==> config.mk <==
export PLATFORM = sky130hd
export DESIGN_NAME = lzrw_token_sequencer
export DESIGN_NICKNAME = d
export VERILOG_FILES = /design/src/rtl/lzrw_pkg.sv /design/src/rtl/lzrw_seq_stats.sv /design/src/rtl/lzrw_token_sequencer.sv
export SDC_FILE = /design/constraint.sdc
export NUM_CORES = 1
export LEC_CHECK = 0
export BUFFER_PORTS_ARGS = -buffer_cell sky130_fd_sc_hd__buf_2
export CAP_MARGIN = 5
export CORE_UTILIZATION = 41
export CTS_BUF_LIST = sky130_fd_sc_hd__clkbuf_2
export DETAILED_ROUTE_END_ITERATION = 10
export GPL_TIMING_DRIVEN = 0
export HOLD_SLACK_MARGIN = 0.06
export SYNTH_ARGS = -nofsm -noshare
export SYNTH_HDL_FRONTEND = slang
export SYNTH_SLANG_ARGS = --single-unit
==> constraint.sdc <==
create_clock -name clk_i -period 4.9 [get_ports clk_i]
set_input_delay 0.735 -clock clk_i [delete_from_list [all_inputs] [get_ports clk_i]]
set_output_delay 0.735 -clock clk_i [all_outputs]
set_load 0.02 [all_outputs]
==> src/rtl/lzrw_pkg.sv <==
`default_nettype none
// ============================================================================
// Module      : lzrw_pkg
// Description : Shared types and constants for the LZRW1 token sequencer:
//               sequencer state encoding, token-type codes and the literal
//               token high-byte filler.
// Revision    : 1.0 - initial release
// ============================================================================
package lzrw_pkg;

    typedef enum logic [2:0] {
        S_IDLE    = 3'd0,
        S_FETCH   = 3'd1,
        S_CAP0    = 3'd2,
        S_CAP1    = 3'd3,
        S_PRESENT = 3'd4,
        S_FINISH  = 3'd5
    } seq_state_t;

    // Control-bit meaning
    localparam logic TOKEN_LITERAL = 1'b0;
    localparam logic TOKEN_COPY    = 1'b1;

    // High byte of a literal token on tok_data
    localparam logic [7:0] LIT_HI_BYTE = 8'h00;

endpackage
`default_nettype wire

==> src/rtl/lzrw_seq_stats.sv <==
`default_nettype none
// ============================================================================
// Module      : lzrw_seq_stats
// Description : Per-block literal/copy token counters for the token
//               sequencer. Cleared on an accepted start, incremented on each
//               token handshake of the matching type, held otherwise.
// Revision    : 1.0 - initial release
// ============================================================================
module lzrw_seq_stats #(
    parameter int CNT_W = 13
) (
    input  logic             clk_i,
    input  logic             rst_ni,
    input  logic             clear_i,
    input  logic             lit_inc_i,
    input  logic             copy_inc_i,
    output logic [CNT_W-1:0] stat_literals_o,
    output logic [CNT_W-1:0] stat_copies_o
);

    logic [CNT_W-1:0] lit_q, lit_d;
    logic [CNT_W-1:0] copy_q, copy_d;

    // Next-count: clear wins over increment
    always_comb begin
        lit_d  = lit_q;
        copy_d = copy_q;
        if (clear_i) begin
            lit_d  = '0;
            copy_d = '0;
        end else begin
            if (lit_inc_i)  lit_d  = lit_q + CNT_W'(1);
            if (copy_inc_i) copy_d = copy_q + CNT_W'(1);
        end
    end

    // Counter registers
    always_ff @(posedge clk_i or negedge rst_ni) begin
        if (!rst_ni) begin
            lit_q  <= '0;
            copy_q <= '0;
        end else begin
            lit_q  <= lit_d;
            copy_q <= copy_d;
        end
    end

    assign stat_literals_o = lit_q;
    assign stat_copies_o   = copy_q;

endmodule
`default_nettype wire

==> src/rtl/lzrw_token_sequencer.sv <==
`default_nettype none
// ============================================================================
// Module      : lzrw_token_sequencer
// Description : Reads LZRW1 control bits and compressed bytes through two
//               synchronous read ports and presents literal (1-byte) or copy
//               (2-byte) tokens on a valid/ready stream, one block per start.
//               Optional macro LZRW_SEQ_STATS_EN adds per-block literal/copy
//               counters (stat_literals_o / stat_copies_o).
// Revision    : 1.0 - initial release
// ============================================================================
module lzrw_token_sequencer
    import lzrw_pkg::*;
#(
    parameter int DEPTH      = 4096,
    parameter int CTRL_DEPTH = 4096,
    parameter int ADDR_W     = $clog2(DEPTH),
    parameter int CNT_W      = $clog2(CTRL_DEPTH + 1),
    // Derived control-port address width; leave at default
    parameter int CTRL_AW    = $clog2(CTRL_DEPTH)
) (
    input  logic               clk_i,
    input  logic               rst_ni,
    input  logic               start_i,
    input  logic [CNT_W-1:0]   token_count_i,
    input  logic [ADDR_W:0]    byte_count_i,
    output logic               ctrl_rd_en_o,
    output logic [CTRL_AW-1:0] ctrl_addr_o,
    input  logic               ctrl_rd_bit_i,
    output logic               mem_rd_en_o,
    output logic [ADDR_W-1:0]  mem_addr_o,
    input  logic [7:0]         mem_rd_data_i,
    output logic               tok_valid_o,
    input  logic               tok_ready_i,
    output logic [15:0]        tok_data_o,
    output logic               tok_is_copy_o,
    output logic               tok_last_o,
    output logic               busy_o,
    output logic               done_o,
`ifdef LZRW_SEQ_STATS_EN
    output logic [CNT_W-1:0]   stat_literals_o,
    output logic [CNT_W-1:0]   stat_copies_o,
`endif
    output logic               error_o
);

    localparam logic [CNT_W-1:0] TOK_ONE  = CNT_W'(1);
    localparam logic [ADDR_W:0]  BYTE_ONE = (ADDR_W + 1)'(1);
    localparam logic [ADDR_W:0]  BYTE_TWO = (ADDR_W + 1)'(2);

    seq_state_t       state_q, state_d;
    logic [CNT_W-1:0] tok_cnt_q, tok_cnt_d;
    logic [CNT_W-1:0] tok_ptr_q, tok_ptr_d;
    logic [ADDR_W:0]  byte_cnt_q, byte_cnt_d;
    logic [ADDR_W:0]  data_ptr_q, data_ptr_d;
    logic [15:0]      tok_data_q, tok_data_d;
    logic             tok_copy_q, tok_copy_d;
    logic             error_q, error_d;

    logic [ADDR_W:0]  w_data_ptr_inc;
    logic             w_have_b0;
    logic             w_have_b1;
    logic             w_is_last;
    logic             w_byte_mismatch;

    // Byte reads are only issued while the address is inside the block
    assign w_data_ptr_inc  = data_ptr_q + BYTE_ONE;
    assign w_have_b0       = (data_ptr_q < byte_cnt_q);
    assign w_have_b1       = (w_data_ptr_inc < byte_cnt_q);
    assign w_is_last       = (tok_ptr_q == (tok_cnt_q - TOK_ONE));
    assign w_byte_mismatch = (data_ptr_q != byte_cnt_q);

    assign busy_o  = (state_q != S_IDLE);
    // Mismatch is folded in combinationally so error is valid with done
    assign error_o = error_q | ((state_q == S_FINISH) & w_byte_mismatch);

    // Next-state, datapath updates and per-state outputs
    always_comb begin
        state_d       = state_q;
        tok_cnt_d     = tok_cnt_q;
        tok_ptr_d     = tok_ptr_q;
        byte_cnt_d    = byte_cnt_q;
        data_ptr_d    = data_ptr_q;
        tok_data_d    = tok_data_q;
        tok_copy_d    = tok_copy_q;
        error_d       = error_q;
        ctrl_rd_en_o  = 1'b0;
        ctrl_addr_o   = '0;
        mem_rd_en_o   = 1'b0;
        mem_addr_o    = '0;
        tok_valid_o   = 1'b0;
        tok_data_o    = '0;
        tok_is_copy_o = 1'b0;
        tok_last_o    = 1'b0;
        done_o        = 1'b0;

        case (state_q)
            S_IDLE: begin
                if (start_i) begin
                    tok_cnt_d  = token_count_i;
                    byte_cnt_d = byte_count_i;
                    tok_ptr_d  = '0;
                    data_ptr_d = '0;
                    error_d    = 1'b0;
                    state_d    = (token_count_i == '0) ? S_FINISH : S_FETCH;
                end
            end
            S_FETCH: begin
                ctrl_rd_en_o = 1'b1;
                ctrl_addr_o  = tok_ptr_q[CTRL_AW-1:0];
                mem_rd_en_o  = w_have_b0;
                mem_addr_o   = data_ptr_q[ADDR_W-1:0];
                state_d      = S_CAP0;
            end
            S_CAP0: begin
                tok_copy_d = ctrl_rd_bit_i;
                if (!w_have_b0) begin
                    // No byte left even for a literal: abandon the block
                    error_d = 1'b1;
                    state_d = S_FINISH;
                end else if (ctrl_rd_bit_i == TOKEN_LITERAL) begin
                    tok_data_d = {LIT_HI_BYTE, mem_rd_data_i};
                    data_ptr_d = w_data_ptr_inc;
                    state_d    = S_PRESENT;
                end else if (w_have_b1) begin
                    tok_data_d  = {mem_rd_data_i, 8'h00};
                    mem_rd_en_o = 1'b1;
                    mem_addr_o  = w_data_ptr_inc[ADDR_W-1:0];
                    state_d     = S_CAP1;
                end else begin
                    error_d = 1'b1;
                    state_d = S_FINISH;
                end
            end
            S_CAP1: begin
                tok_data_d = {tok_data_q[15:8], mem_rd_data_i};
                data_ptr_d = data_ptr_q + BYTE_TWO;
                state_d    = S_PRESENT;
            end
            S_PRESENT: begin
                tok_valid_o   = 1'b1;
                tok_data_o    = tok_data_q;
                tok_is_copy_o = tok_copy_q;
                tok_last_o    = w_is_last;
                if (tok_ready_i) begin
                    tok_ptr_d = tok_ptr_q + TOK_ONE;
                    state_d   = w_is_last ? S_FINISH : S_FETCH;
                end
            end
            S_FINISH: begin
                done_o = 1'b1;
                if (w_byte_mismatch) error_d = 1'b1;
                state_d = S_IDLE;
            end
            default: state_d = S_IDLE;
        endcase
    end

    // State and datapath registers
    always_ff @(posedge clk_i or negedge rst_ni) begin
        if (!rst_ni) begin
            state_q    <= S_IDLE;
            tok_cnt_q  <= '0;
            tok_ptr_q  <= '0;
            byte_cnt_q <= '0;
            data_ptr_q <= '0;
            tok_data_q <= '0;
            tok_copy_q <= 1'b0;
            error_q    <= 1'b0;
        end else begin
            state_q    <= state_d;
            tok_cnt_q  <= tok_cnt_d;
            tok_ptr_q  <= tok_ptr_d;
            byte_cnt_q <= byte_cnt_d;
            data_ptr_q <= data_ptr_d;
            tok_data_q <= tok_data_d;
            tok_copy_q <= tok_copy_d;
            error_q    <= error_d;
        end
    end

`ifdef LZRW_SEQ_STATS_EN
    logic w_start_acc;
    logic w_tok_hs;

    assign w_start_acc = (state_q == S_IDLE) & start_i;
    assign w_tok_hs    = tok_valid_o & tok_ready_i;

    lzrw_seq_stats #(
        .CNT_W (CNT_W)
    ) u_stats (
        .clk_i           (clk_i),
        .rst_ni          (rst_ni),
        .clear_i         (w_start_acc),
        .lit_inc_i       (w_tok_hs & (tok_copy_q == TOKEN_LITERAL)),
        .copy_inc_i      (w_tok_hs & (tok_copy_q == TOKEN_COPY)),
        .stat_literals_o (stat_literals_o),
        .stat_copies_o   (stat_copies_o)
    );
`endif

endmodule
`default_nettype wire
# Yosys cells after proc, flatten, opt, wreduce, memory -nomap -nowiden
# Cells that the tools add are included.
[classes]
n_addsub = 4
order_cmp = 2
n_eq_ne = 16
muxes = 39
n_bitwise = 3
n_reduce_logical = 14
[op_table]
columns = ["op", "count"]
rows = [
  ["16-bit two-way mux", 4],
  ["13-bit two-way mux", 4],
  ["12-bit two-way mux", 4],
  ["13-bit one-hot mux with 3 select lines", 1],
  ["16-bit one-hot mux with 2 select lines", 1],
  ["13-bit by 1-bit adder with 13-bit output (second input constant)", 2],
  ["13-bit < comparator", 2],
  ["13-bit one-hot mux with 2 select lines", 1],
  ["12-bit one-hot mux with 2 select lines", 1],
  ["3-bit two-way mux", 7],
  ["3-bit one-hot mux with 5 select lines", 1],
  ["13-bit by 2-bit adder with 13-bit output (second input constant)", 1],
  ["13-bit == test", 1],
  ["13-bit logical NOT", 1],
  ["1-bit two-way mux", 13],
  ["13-bit != test", 1],
  ["13-bit by 1-bit subtractor with 13-bit output (second input constant)", 1],
  ["2-bit != test (second input constant)", 5],
  ["3-bit != test (second input constant)", 3],
  ["3-bit nonzero test", 3],
  ["4-bit AND reduction", 2],
  ["3-bit by 2-bit == test with 1-bit output (second input constant)", 2],
  ["3-bit == test (second input constant)", 2],
  ["3-bit AND reduction", 2],
  ["11 further kinds", 13],
]
[totals]
reg_bits = 73
input_bits = 39
output_inout_bits = 48
elab_cells = 87

# Depth between registers and ports, before layout
[logic_depth]
word_depth = 6
mapped_depth = 14
mapped_depth_nobuf = 13

# Worst setup path before layout
# No wires, ideal clock.
[synth_path]
kind = "register -> output"
from = "register data_ptr_q[0]"
to = "output mem_addr_o[0]"
arrival_time_ps = 3042
required_time_ps = 4165
path_slack_ps = 1123
stages_incl_launch_ff = 13
n_path_buf = 2
path_cell_list = "dfrtp_1 > clkbuf_1 > nand3_2 > or2_2 > clkbuf_1 > or3_1 > nand2_1 > ha_1 > nand2_1 > nor2_1 > a211oi_1 > nand4b_2 > o31ai_1"
[synth_between]
elab_chain_cells = 6
elab_cells_between_ends = 7
classes_between = "add/sub: 1; order compare: 2; mux: 4"
[synth_lines]
columns = ["item", "line", "source"]
rows = [
  ["start, declared", "lzrw_token_sequencer.sv:54", "logic [ADDR_W:0] data_ptr_q, data_ptr_d;"],
  ["start signal, assigned", "lzrw_token_sequencer.sv:174", "data_ptr_q <= data_ptr_d;"],
  ["13-bit by 1-bit adder with 13-bit output", "lzrw_token_sequencer.sv:66", "assign w_data_ptr_inc = data_ptr_q + BYTE_ONE;"],
  ["13-bit < comparator", "lzrw_token_sequencer.sv:68", "assign w_have_b1 = (w_data_ptr_inc < byte_cnt_q);"],
  ["12-bit two-way mux", "lzrw_token_sequencer.sv:124", "end else if (w_have_b1) begin"],
  ["12-bit two-way mux", "lzrw_token_sequencer.sv:120", "end else if (ctrl_rd_bit_i == TOKEN_LITERAL) begin"],
  ["12-bit two-way mux", "lzrw_token_sequencer.sv:116", "if (!w_have_b0) begin"],
  ["12-bit one-hot mux with 2 select lines *", "lzrw_token_sequencer.sv:96", "case (state_q)"],
  ["end, declared", "lzrw_token_sequencer.sv:30", "output logic [ADDR_W-1:0] mem_addr_o,"],
]
# Every way passes the cells marked *; elsewhere a longest branch is shown, timed or not.

# Worst setup path after layout
[layout_path]
from = "register data_ptr_q[3]"
to = "output mem_addr_o[4]"
[layout_between]
elab_chain_cells = 6
elab_cells_between_ends = 7
classes_between = "add/sub: 1; order compare: 2; mux: 4"
[layout_lines]
columns = ["item", "line"]
rows = [
  ["13-bit by 1-bit adder with 13-bit output", "lzrw_token_sequencer.sv:66"],
  ["13-bit < comparator", "lzrw_token_sequencer.sv:68"],
  ["12-bit two-way mux", "lzrw_token_sequencer.sv:124"],
  ["12-bit two-way mux", "lzrw_token_sequencer.sv:120"],
  ["12-bit two-way mux *", "lzrw_token_sequencer.sv:116"],
  ["12-bit one-hot mux with 2 select lines *", "lzrw_token_sequencer.sv:96"],
]
# Marked as above.

==> impl_metrics.json <==
{
  "place.detailed.hpwl_um": 11000,
  "synth.yosys.seq_area_share_pct": 36.4,
  "postSynthAreaPerCell_um2": 9.03,
  "global_route_wire_length_before_repair_um": 23500,
  "ys_warn_count": 0,
  "layout_min_cycle_time_ns": 4.72,
  "grt_overflow": 0,
  "crit_arrival_ns": 3.99,
  "fin_ws_ns": 0.178,
  "cts_inserted_buffers": 9,
  "hold_violations": 0,
  "floorplan.io_pins": 87,
  "yosys_register_bits": 73,
  "period_share_pct": 96.4,
  "async_flop_share_pct": 100,
  "worst-path-max-fanout": 8,
  "grt_pass1_vias": 4617,
  "floorplan.die.height_um": 113,
  "wirelength_um": 14500,
  "setup_violations": 0,
  "design.final.nets": 727,
  "crit_type": "reg2out",
  "ff2ff_setup_slack_ns": 1.06,
  "place_area_mm2": 0.00566,
  "p_clk_share_pct": 11.9,
  "power.switching_fraction_pct": 46.6,
  "worst-path-buf-inv": 4,
  "dieArea_mm2": 0.0127,
  "r2r_start": "data_ptr_q[3]$_DFFE_PN0P_",
  "internal_power_mw": 1.36,
  "power.net_switching_mw": 1.19,
  "required_worst_endpoint_ns": 4.16,
  "cp_cell_sequence": "buf_4 -> and2_2 -> nand3_2 -> or2_2 -> clkbuf_1 -> or3_1 -> nand2_1 -> ha_1 -> nand2_1 -> nor2_1 -> a211oi_2 -> buf_4 -> nand4b_4 -> nor2_4 -> a22o_1 -> buf_2",
  "outcome": "completed",
  "drt-pass1-iter-count": 5,
  "worstSkewPairLatency_ns": 0.63,
  "io_buffer_count": 86,
  "maximum_number_of_pins_on_one_net_before_global_route_repair": 67,
  "timing.critical_path.to": "mem_addr_o[4]",
  "cts_tree": "built",
  "critical-path-top-delay-family": "simple AND/OR/NAND/NOR gates",
  "vias": 4600,
  "clock_sink_count": 73,
  "residual_antenna_violating_net_count_after_detailed_routing": 0,
  "post_drt_via_cell_ratio": 5.67,
  "design_power_total_mw": 2.55,
  "worst_clock_skew_ns": 0.0465,
  "pwr-share-comb_pct": 52.1,
  "timing.critical_path.slowest_stage_cell": "dfrtp_1",
  "p_per_area_mw_per_mm2": 438,
  "synth-edff-count": 0,
  "setup.worst_path.end_class": "primary output",
  "slew_viol_final": 0,
  "antenna_found_initial": 0,
  "fin_area_mm2": 0.00583,
  "netlist_area_mm2": 0.00501,
  "fp-row-count": 40,
  "htreeDepth": 3,
  "multi_input_area_mm2": 0.00299,
  "critical_path.startpoint": "data_ptr_q[3]$_DFFE_PN0P_",
  "die_w_um": 113,
  "layout.area.seq_mm2": 0.00183,
  "clk_pin_slew_worst_setup_hold_paths_ns": 0.24,
  "total_leakage_power_nw": 2.85,
  "synth-main-ff-cell": "dfrtp_1",
  "worst_hold_path_type": "in2reg",
  "startpoint_type": "flop",
  "dp_worst_setup_slack_ns": 0.436,
  "worstMarginPinSlew_ns": 0.762,
  "post_synth_inst_count": 555,
  "slowest_delay_ns": 0.41,
  "max-vdd-ir-drop_mv": 0.140,
  "placeableCoreArea_mm2": 0.0120,
  "synth.net_count": 624,
  "final_core_utilization_pct": 48.8,
  "area_growth_pct": 16.4,
  "global_route.usage.total_pct": 23.7,
  "reg2reg_to": "tok_data_q[10]$_DFFE_PN0P_",
  "timing.setup.tns_ns": 0,
  "clockRootBuffer": "clkbuf_2",
  "drv_cap": 0,
  "final_layout_size_suffix_gt1_share_pct": 24.1,
  "slew_headroom_pct": 48.4,
  "finalWeightedCongestion": 0.909,
  "final.fill_count": 1205,
  "wl_per_cell_um": 17.8,
  "start_util_pct": 41.9,
  "critical_path_cell_count": 16,
  "detail_route.drc_violations": 0,
  "clock.fmax_ghz": 0.212,
  "synth.lib_cells_used.distinct": 63,
  "power.share.sequential_pct": 36.0,
  "drt_iter0_markers": 251,
  "clockBufferDepth": 2,
  "rr_worst_depth": 15
}
[cells in the mapped netlist, drive strengths merged (10+ instances only)]
cell type | number | share of area [%]
mux2 | 20 | 4.5
inv | 24 | 1.8
xnor2 | 18 | 3.1
and2 | 22 | 2.8
clkbuf | 25 | 1.9
nand4 | 10 | 1.2
ha | 30 | 7.5
nor3 | 12 | 1.2
o21ai | 34 | 3.4
dfrtp | 73 | 36
xor2 | 16 | 2.8
buf | 10 | 1.0
a21oi | 17 | 1.8
and3 | 20 | 2.5
o31ai | 15 | 2.2
nand3 | 17 | 1.8
nand2 | 56 | 4.2
nor2 | 36 | 2.7
[worst reg2reg max path, cell delays in order, from the launching register on]
cell and delay, ns:
dfrtp_1 0.41, buf_4 0.16, and2_2 0.19, nand3_2 0.10, or2_2 0.28, clkbuf_1 0.16, or3_1 0.38, nand2_1 0.10
ha_1 0.23, nand2_1 0.08, nor2_1 0.07, a211oi_2 0.20, buf_4 0.18, nand3_1 0.22, a211oi_4 0.59, mux2_2 0.40
[power groups by stage]
stage / clock network [mW] / logic [mW] / registers, mW
after floorplan: 0 / 0.960 / 0.889
after global placement: 0 / 1.26 / 0.925
after detailed placement: 0 / 1.30 / 0.930
after CTS: 0.310 / 1.32 / 0.916
after global routing: 0.337 / 1.49 / 0.943
final: 0.303 / 1.33 / 0.918
[worst min path at each step]
stage                                 from                        end  slack (ns)  cells past startpoint
detailed placement  tok_copy_q$_DFFE_PN0P_     tok_copy_q$_DFFE_PN0P_        0.47                      2
global placement    tok_copy_q$_DFFE_PN0P_     tok_copy_q$_DFFE_PN0P_        0.46                      2
CTS                        byte_count_i[4]  byte_cnt_q[4]$_DFFE_PN0P_        0.32                      3
floorplan                           rst_ni  byte_cnt_q[0]$_DFFE_PN0P_        0.44                      0
finish                     byte_count_i[5]  byte_cnt_q[5]$_DFFE_PN0P_        0.31                      3
global route              mem_rd_data_i[0]  tok_data_q[0]$_DFFE_PN0P_        0.31                      2
[metrics by stage]
step | instances | hold WS (ns)
detailed placement | 789 | 0.472
floorplan | 555 | 0.438
global route | 810 | 0.310
CTS | 806 | 0.317
finish | 811 | 0.313
global placement | 788 | 0.464
[layer usage]
metal  up-vias  global-route usage, %  part of all wire (%)
li1       2211                      -                     -
met2       113                   38.6                    48
met4         0                   6.76                   1.6
met1      2258                   31.7                    46
met5         -                      0                     0
met3        18                   4.91                   4.0
[layout make-up]
class                      count  area share, %
clock inverter                 6          0.601
buffer                        34           2.47
clock buffer                  10          0.858
antenna                        1         0.0429
multi-input combinational    423           51.3
inverter                      25           1.61
timing repair buffer          92           8.58
sequential                    73           31.4
tap                          147           3.15
[cell families (layout without fill, tap and decap cells)]
group | count (synthesis) | after routing | share of synthesized area [%]
other | 0 | 1 | 0
and+or+nand+nor | 208 | 209 | 22.2
buffers and inverters | 60 | 167 | 4.77
DFF | 73 | 73 | 36.4
muxes | 23 | 23 | 5.09
AOI/OAI and AO/OA | 127 | 127 | 18.1
adders and majority gates | 30 | 30 | 7.49
xor gates and xnor gates | 34 | 34 | 5.94
[placed cells by master (no fill, tap or decap), drive strengths merged, types with 15 or more instances in the layout]
cell / n
mux2: 20
nor2: 36
nand2: 56
o31ai: 15
and2: 22
clkbuf: 34
and3: 20
a21oi: 17
inv: 24
o21ai: 34
buf: 101
dfrtp: 73
xnor2: 18
xor2: 16
ha: 30
nand3: 17
[registers in the layout (all words and copies together), names as in the netlist]
register,count
tok_data_q,16
byte_cnt_q,13
state_q,3
tok_ptr_q,13
tok_cnt_q,13
tok_copy_q,1
error_q,1
data_ptr_q,13
[timing repair]
action | 4_1_cts | 5_1_grt
hold buffers | 1 | 0
pin swaps | 0 | 2
resized for setup | 3 | 10
hold endpoints to repair | 7 | 0
cloned | 0 | 1
setup buffers | 0 | 4
endpoints found under the setup margin | 12 | 12
(Power assumes the default switching activity.)
